==> config.mk <==
export PLATFORM = sky130hd
export DESIGN_NAME = weight_ram_loader
export DESIGN_NICKNAME = d
export VERILOG_FILES = /design/src/rtl/weight_ram_loader.sv
export SDC_FILE = /design/constraint.sdc
export NUM_CORES = 1
export LEC_CHECK = 0
export CAP_MARGIN = 15
export CORE_MARGIN = 2
export CORE_UTILIZATION = 55
export DETAILED_ROUTE_END_ITERATION = 10
export DONT_BUFFER_PORTS = 1
export GPL_TIMING_DRIVEN = 0
export PLACE_DENSITY = 0.8
export SYNTH_ARGS = -nofsm -noshare
export SYNTH_HDL_FRONTEND = slang
export SYNTH_SLANG_ARGS = --single-unit
==> constraint.sdc <==
create_clock -name clk -period 3.93 [get_ports clk]
set_clock_uncertainty 0.15 [all_clocks]
set_input_delay 0.786 -clock clk [delete_from_list [all_inputs] [get_ports clk]]
set_output_delay 0.786 -clock clk [all_outputs]
set_load 0.1 [all_outputs]
==> src/rtl/weight_ram_loader.sv <==
// Weight RAM writer: streams DATA_W words into consecutive RAM addresses in layer/unit/input order.
// Optional running checksum of accepted words is built when WEIGHT_CHECKSUM_EN is defined.
module weight_ram_loader #(
    parameter int DATA_W     = 32,
    parameter int ADDR_W     = 10,
    parameter int NUM_LAYERS = 4,
    parameter int NUM_UNITS  = 4,
    parameter int NUM_INPUTS = 4,
    parameter int BASE_ADDR  = 0
) (
    input  logic              clk,
    input  logic              reset,
    input  logic              load_start,
    input  logic              load_abort,
    input  logic              in_valid,
    input  logic [DATA_W-1:0] in_data,
    output logic              in_ready,
    output logic [ADDR_W-1:0] ram_addr,
    output logic [DATA_W-1:0] ram_din,
    output logic              ram_we,
    output logic              busy,
    output logic              done,
`ifdef WEIGHT_CHECKSUM_EN
    output logic [DATA_W-1:0] checksum,
`endif
    output logic [1:0]        dbg_state
);

    localparam int TOTAL = NUM_LAYERS * NUM_UNITS * NUM_INPUTS;
    localparam int IW    = (NUM_INPUTS > 1) ? $clog2(NUM_INPUTS) : 1;
    localparam int UW    = (NUM_UNITS > 1) ? $clog2(NUM_UNITS) : 1;
    localparam int LW    = (NUM_LAYERS > 1) ? $clog2(NUM_LAYERS) : 1;

    localparam logic [IW-1:0] IN_LAST    = IW'(NUM_INPUTS - 1);
    localparam logic [UW-1:0] UNIT_LAST  = UW'(NUM_UNITS - 1);
    localparam logic [LW-1:0] LAYER_LAST = LW'(NUM_LAYERS - 1);

    // The whole image must fit in the RAM address space.
    if (longint'(BASE_ADDR) + longint'(TOTAL) - 1 > (longint'(1) << ADDR_W) - 1) begin : g_bad_params
        $error("weight_ram_loader: BASE_ADDR + TOTAL - 1 exceeds the ADDR_W address range");
    end

    typedef enum logic [1:0] {
        S_IDLE = 2'd0,
        S_LOAD = 2'd1,
        S_DONE = 2'd2
    } state_t;

    state_t            state_q, state_d;
    logic [IW-1:0]     in_q, in_d;
    logic [UW-1:0]     unit_q, unit_d;
    logic [LW-1:0]     layer_q, layer_d;
    logic [ADDR_W-1:0] ram_addr_q, ram_addr_d;
    logic [DATA_W-1:0] ram_din_q, ram_din_d;
    logic              ram_we_q, ram_we_d;
    logic [ADDR_W-1:0] cur_addr;
    logic              xfer;
    logic              last_word;
    logic              start_ok;

    // Handshake: a word is transferred on a rising edge where in_valid and in_ready are both high;
    // in_ready depends only on state, never on in_valid.
    assign in_ready  = (state_q == S_LOAD);
    assign busy      = (state_q == S_LOAD);
    assign done      = (state_q == S_DONE);
    assign ram_addr  = ram_addr_q;
    assign ram_din   = ram_din_q;
    assign ram_we    = ram_we_q;
    assign dbg_state = state_q;

    assign xfer      = in_valid && (state_q == S_LOAD);
    assign start_ok  = (state_q == S_IDLE) && load_start && !load_abort;
    assign last_word = (in_q == IN_LAST) && (unit_q == UNIT_LAST) && (layer_q == LAYER_LAST);
    assign cur_addr  = ADDR_W'(BASE_ADDR)
                     + ADDR_W'(layer_q) * ADDR_W'(NUM_UNITS * NUM_INPUTS)
                     + ADDR_W'(unit_q) * ADDR_W'(NUM_INPUTS)
                     + ADDR_W'(in_q);

    always_comb begin
        state_d    = state_q;
        in_d       = in_q;
        unit_d     = unit_q;
        layer_d    = layer_q;
        ram_we_d   = 1'b0;
        ram_addr_d = ram_addr_q;
        ram_din_d  = ram_din_q;
        case (state_q)
            S_IDLE: begin
                if (start_ok) begin
                    state_d = S_LOAD;
                    in_d    = '0;
                    unit_d  = '0;
                    layer_d = '0;
                end
            end
            S_LOAD: begin
                if (xfer) begin
                    ram_we_d   = 1'b1;
                    ram_addr_d = cur_addr;
                    ram_din_d  = in_data;
                    if (in_q == IN_LAST) begin
                        in_d = '0;
                        if (unit_q == UNIT_LAST) begin
                            unit_d  = '0;
                            layer_d = (layer_q == LAYER_LAST) ? '0 : layer_q + 1'b1;
                        end else begin
                            unit_d = unit_q + 1'b1;
                        end
                    end else begin
                        in_d = in_q + 1'b1;
                    end
                    if (last_word) begin
                        state_d = S_DONE;
                    end
                end
                // Abort overrides completion; a write captured this cycle still lands.
                if (load_abort) begin
                    state_d = S_IDLE;
                    in_d    = '0;
                    unit_d  = '0;
                    layer_d = '0;
                end
            end
            S_DONE: begin
                state_d = S_IDLE;
            end
            default: begin
                state_d = S_IDLE;
            end
        endcase
    end

    always_ff @(posedge clk or negedge reset) begin
        if (!reset) begin
            state_q    <= S_IDLE;
            in_q       <= '0;
            unit_q     <= '0;
            layer_q    <= '0;
            ram_we_q   <= 1'b0;
            ram_addr_q <= ADDR_W'(BASE_ADDR);
            ram_din_q  <= '0;
        end else begin
            state_q    <= state_d;
            in_q       <= in_d;
            unit_q     <= unit_d;
            layer_q    <= layer_d;
            ram_we_q   <= ram_we_d;
            ram_addr_q <= ram_addr_d;
            ram_din_q  <= ram_din_d;
        end
    end

`ifdef WEIGHT_CHECKSUM_EN
    logic [DATA_W-1:0] checksum_q, checksum_d;

    always_comb begin
        checksum_d = checksum_q;
        if (start_ok) begin
            checksum_d = '0;
        end else if (xfer) begin
            checksum_d = checksum_q + in_data;
        end
    end

    always_ff @(posedge clk or negedge reset) begin
        if (!reset) begin
            checksum_q <= '0;
        end else begin
            checksum_q <= checksum_d;
        end
    end

    assign checksum = checksum_q;
`endif

endmodule

==> reports/results.tsv <==
stage	metric	value	unit
status	outcome	finished, final reports clean	
clocking	cts.clk_slew.worst_paths	0.12	ns
timing	period_share	87.9	%
layout	syn2layout_area_growth	7.58	%
timing	setup_viol	0	
die	die_x	63.7	um
setup_path	crit_path_end_kind	primary output	
timing	fin_crit	3.45	ns
timing	hold_viol	0	
detailed_routing	drtIter0Drc	54	
placement	hpwlAfterDp	2600	um
timing	final_max_slew_viol_count	0	
setup_path	cp.arrival	2.52	ns
synth	synth_area	0.00196	mm^2
timing	slew_headroom	26.5	%
setup_path	critPathLaunchType	register	
detailed_routing	drtAntennaViolNets	0	
placement	place_area	0.00203	mm^2
synth	syn_inst	132	
layout	stdcell_area	0.00211	mm^2
detailed_routing	via_per_inst	5.53	
power	peakVddDrop	0.357	mV
detailed_routing	firstDrtPassIters	3	
power	p_sw	0.770	mW
synth	ys_warn_count	0	
power	comb_power_share	10.2	%
setup_path	crit_type	reg -> out	
setup_path	critPathBufInv	1	
clocking	clkSinkCount	47	
global_route	grt-ovfl-total	0	
clocking	clk_latency	0.35	ns
power	p_clk_share	14.2	%
setup_path	critical_path.top_delay_family	flip-flops	
clocking	cts_max_level	2	
setup_path	cp_slowest_cell	dfrtp_1	
synth	ys_seq_area_share	59.9	%
detailed_routing	wl	3490	um
clocking	post_cts_resized	0	
detailed_routing	avgRoutedWirePerCell	18.4	um
timing	tightest_slew	1.10	ns
layout	drive_gt1_share	41.0	%
clocking	clock_path_buffers	2	
global_route	grtUsageMet1	23.2	%
placement	place_ws	0.881	ns
setup_path	cp_max_fo	10	
power	powerDensity	692	mW/mm^2
clocking	cts_tree	built	
min_path	hold_class	in -> async	
timing	hold_slack	0.117	ns
setup_path	critical_path.max_stage_delay	1.09	ns
timing	rsz0062_at_grt	false	
timing	setup_slack	0.475	ns
global_route	grt_first_pass_wirelength	5770	um
power	power	1.46	mW
setup_path	worstPathRequired	2.99	ns
global_route	antenna_found_initial	0	
power	sequentialPowerShare	75.6	%
power	leakage	1.01	nW
synth	yosysUniqueCellTypes	27	
global_route	grt_most_used_layer	met2	
timing	tns	0	ns
global_route	global_route.usage.met3	8.45	%
global_route	grt_usage	18.8	%
global_route	use_met2	30.1	%
placement	place_congestion	0.761	
setup_path	path_cells	and2b_2 > buf_4	
global_route	grt_max_degree	48	
global_route	grt_pass1_vias	1127	
detailed_routing	dr_total_vias	1050	
placement	portBuffers	0	
die	die-area	0.00406	mm^2
layout	fillers	250	
die	core	0.00339	mm^2
power	intPower	0.691	mW
layout	fin_nets	183	
clocking	clockRootBuffer	clkbuf_4	
timing	fmax	0.289	GHz
detailed_routing	drc_errors	0	
die	rows	21	
flow_run	cap_violations	0	
power	swShare	52.7	%
clocking	cts_buffers	5	
synth	ys_ff_latch	47	
synth	syn_area_per_cell	14.9	um^2
die	die_h	63.7	um
die	top_level_ports	85	
layout	antenna_cells	0	
die	initial_core_util	57.9	%
==> worst paths after layout <==
kind,startpoint,end,slack (ns),cells past startpoint
max,dbg_state[0],in_ready,0.48,2
min,reset,ram_addr[4],0.12,1
max reg2reg,dbg_state[0],ram_din[10],1.11,5
min reg2reg,layer_q[0],layer_q[0],0.37,1
max in group asynchronous,reset,ram_addr[1],3.31,1
min in group clk,load_abort,dbg_state[0],0.35,1
==> cells in the mapped netlist <==
cell type	instances	area (um^2)
o21ai_0	2	10.0
nand2_2	1	6.26
a32o_1	2	20.0
and4bb_2	1	12.5
a21oi_1	1	5.00
buf_6	2	22.5
nor2b_1	2	12.5
ha_1	3	37.5
mux2_2	30	338
and3b_1	2	17.5
or3b_1	1	8.76
nand2_1	5	18.8
o211ai_1	1	7.51
nand3_1	1	5.00
nand2b_1	1	6.26
buf_2	2	10.0
nand4_1	1	6.26
inv_1	4	15.0
a31oi_1	2	12.5
buf_4	5	37.5
nor2_1	3	11.3
conb_1	1	3.75
mux2_4	9	135
a221o_1	1	10.0
and2b_2	1	8.76
dfrtp_1	47	1180
a2111oi_0	1	8.76
==> placed cells by master, fill, tap and decap left out, types with 2 or more instances in the layout <==
master	instances
inv_1	4
buf_4	5
a32o_1	2
mux2_2	30
o21ai_0	2
a31oi_1	2
dfrtp_1	47
nand2_1	5
mux2_4	9
clkbuf_4	5
buf_6	2
and3b_1	2
conb_1	4
nor2_1	3
clkbuf_1	2
ha_1	3
buf_2	2
==> worst reg2reg max path, cell delays in order (launching register included) <==
cell     delay, ns
dfrtp_1       1.09
and2b_2       0.68
nand2_2       0.16
buf_6         0.18
buf_6         0.16
mux2_4        0.30
==> flip-flops by register name, indices dropped and copies added, names as in the netlist <==
signal	count
dbg_state	2
ram_din	32
ram_addr	6
unit_q	2
in_q	2
ram_we	1
layer_q	2
==> layout make-up <==
cell class	instances	area (um^2)	area share [%]
flip-flops and latches	47	1180	55.7
plain buffers	9	70.1	3.32
inverters	4	15.0	0.711
clock buffers	7	45.0	2.13
multi-input cells	75	716	33.9
repair buffers	1	27.5	1.30
well taps	46	57.6	2.73
clock inverters	1	5.00	0.237
==> logic make-up after synthesis <==
| kind of cell | after synthesis | share of synthesized area, % |
|---|---|---|
| flops | 47 | 59.9 |
| mux | 39 | 24.1 |
| simple gates | 19 | 5.80 |
| buf+inv | 13 | 4.33 |
| compound gates | 10 | 3.76 |
| fa+ha+maj | 3 | 1.91 |
| other cells | 1 | 0.191 |
==> routing by layer <==
| metal | wire length [um] | share of wire [%] |
|---|---|---|
| met3 | 359 | 10 |
| met1 | 1360 | 39 |
| met4 | 41 | 1.2 |
| met5 | 0 | 0 |
| met2 | 1730 | 49 |
==> power groups by stage <==
| stage | clock [mW] | combinational, mW | sequential, mW |
|---|---|---|---|
| 2_1_floorplan | 0 | 0.126 | 1.10 |
| 3_3_place_gp | 0 | 0.132 | 1.11 |
| 3_5_place_dp | 0 | 0.139 | 1.12 |
| 4_1_cts | 0.215 | 0.152 | 1.11 |
| 5_1_grt | 0.237 | 0.164 | 1.11 |
| 6_report | 0.207 | 0.149 | 1.10 |
==> stage by stage <==
step                      cells  util (%)
after floorplan             135         -
after global placement      181      59.9
after detailed placement    181      60.0
after CTS                   190      62.3
after global routing        190      62.3
final                       190      62.3
==> repair_timing <==
action	4_1_cts	5_1_grt
hold buffers	1	0
hold endpoints to repair	47	0
setup buffers	0	0
Note: power is estimated with default switching activity, not from simulation.
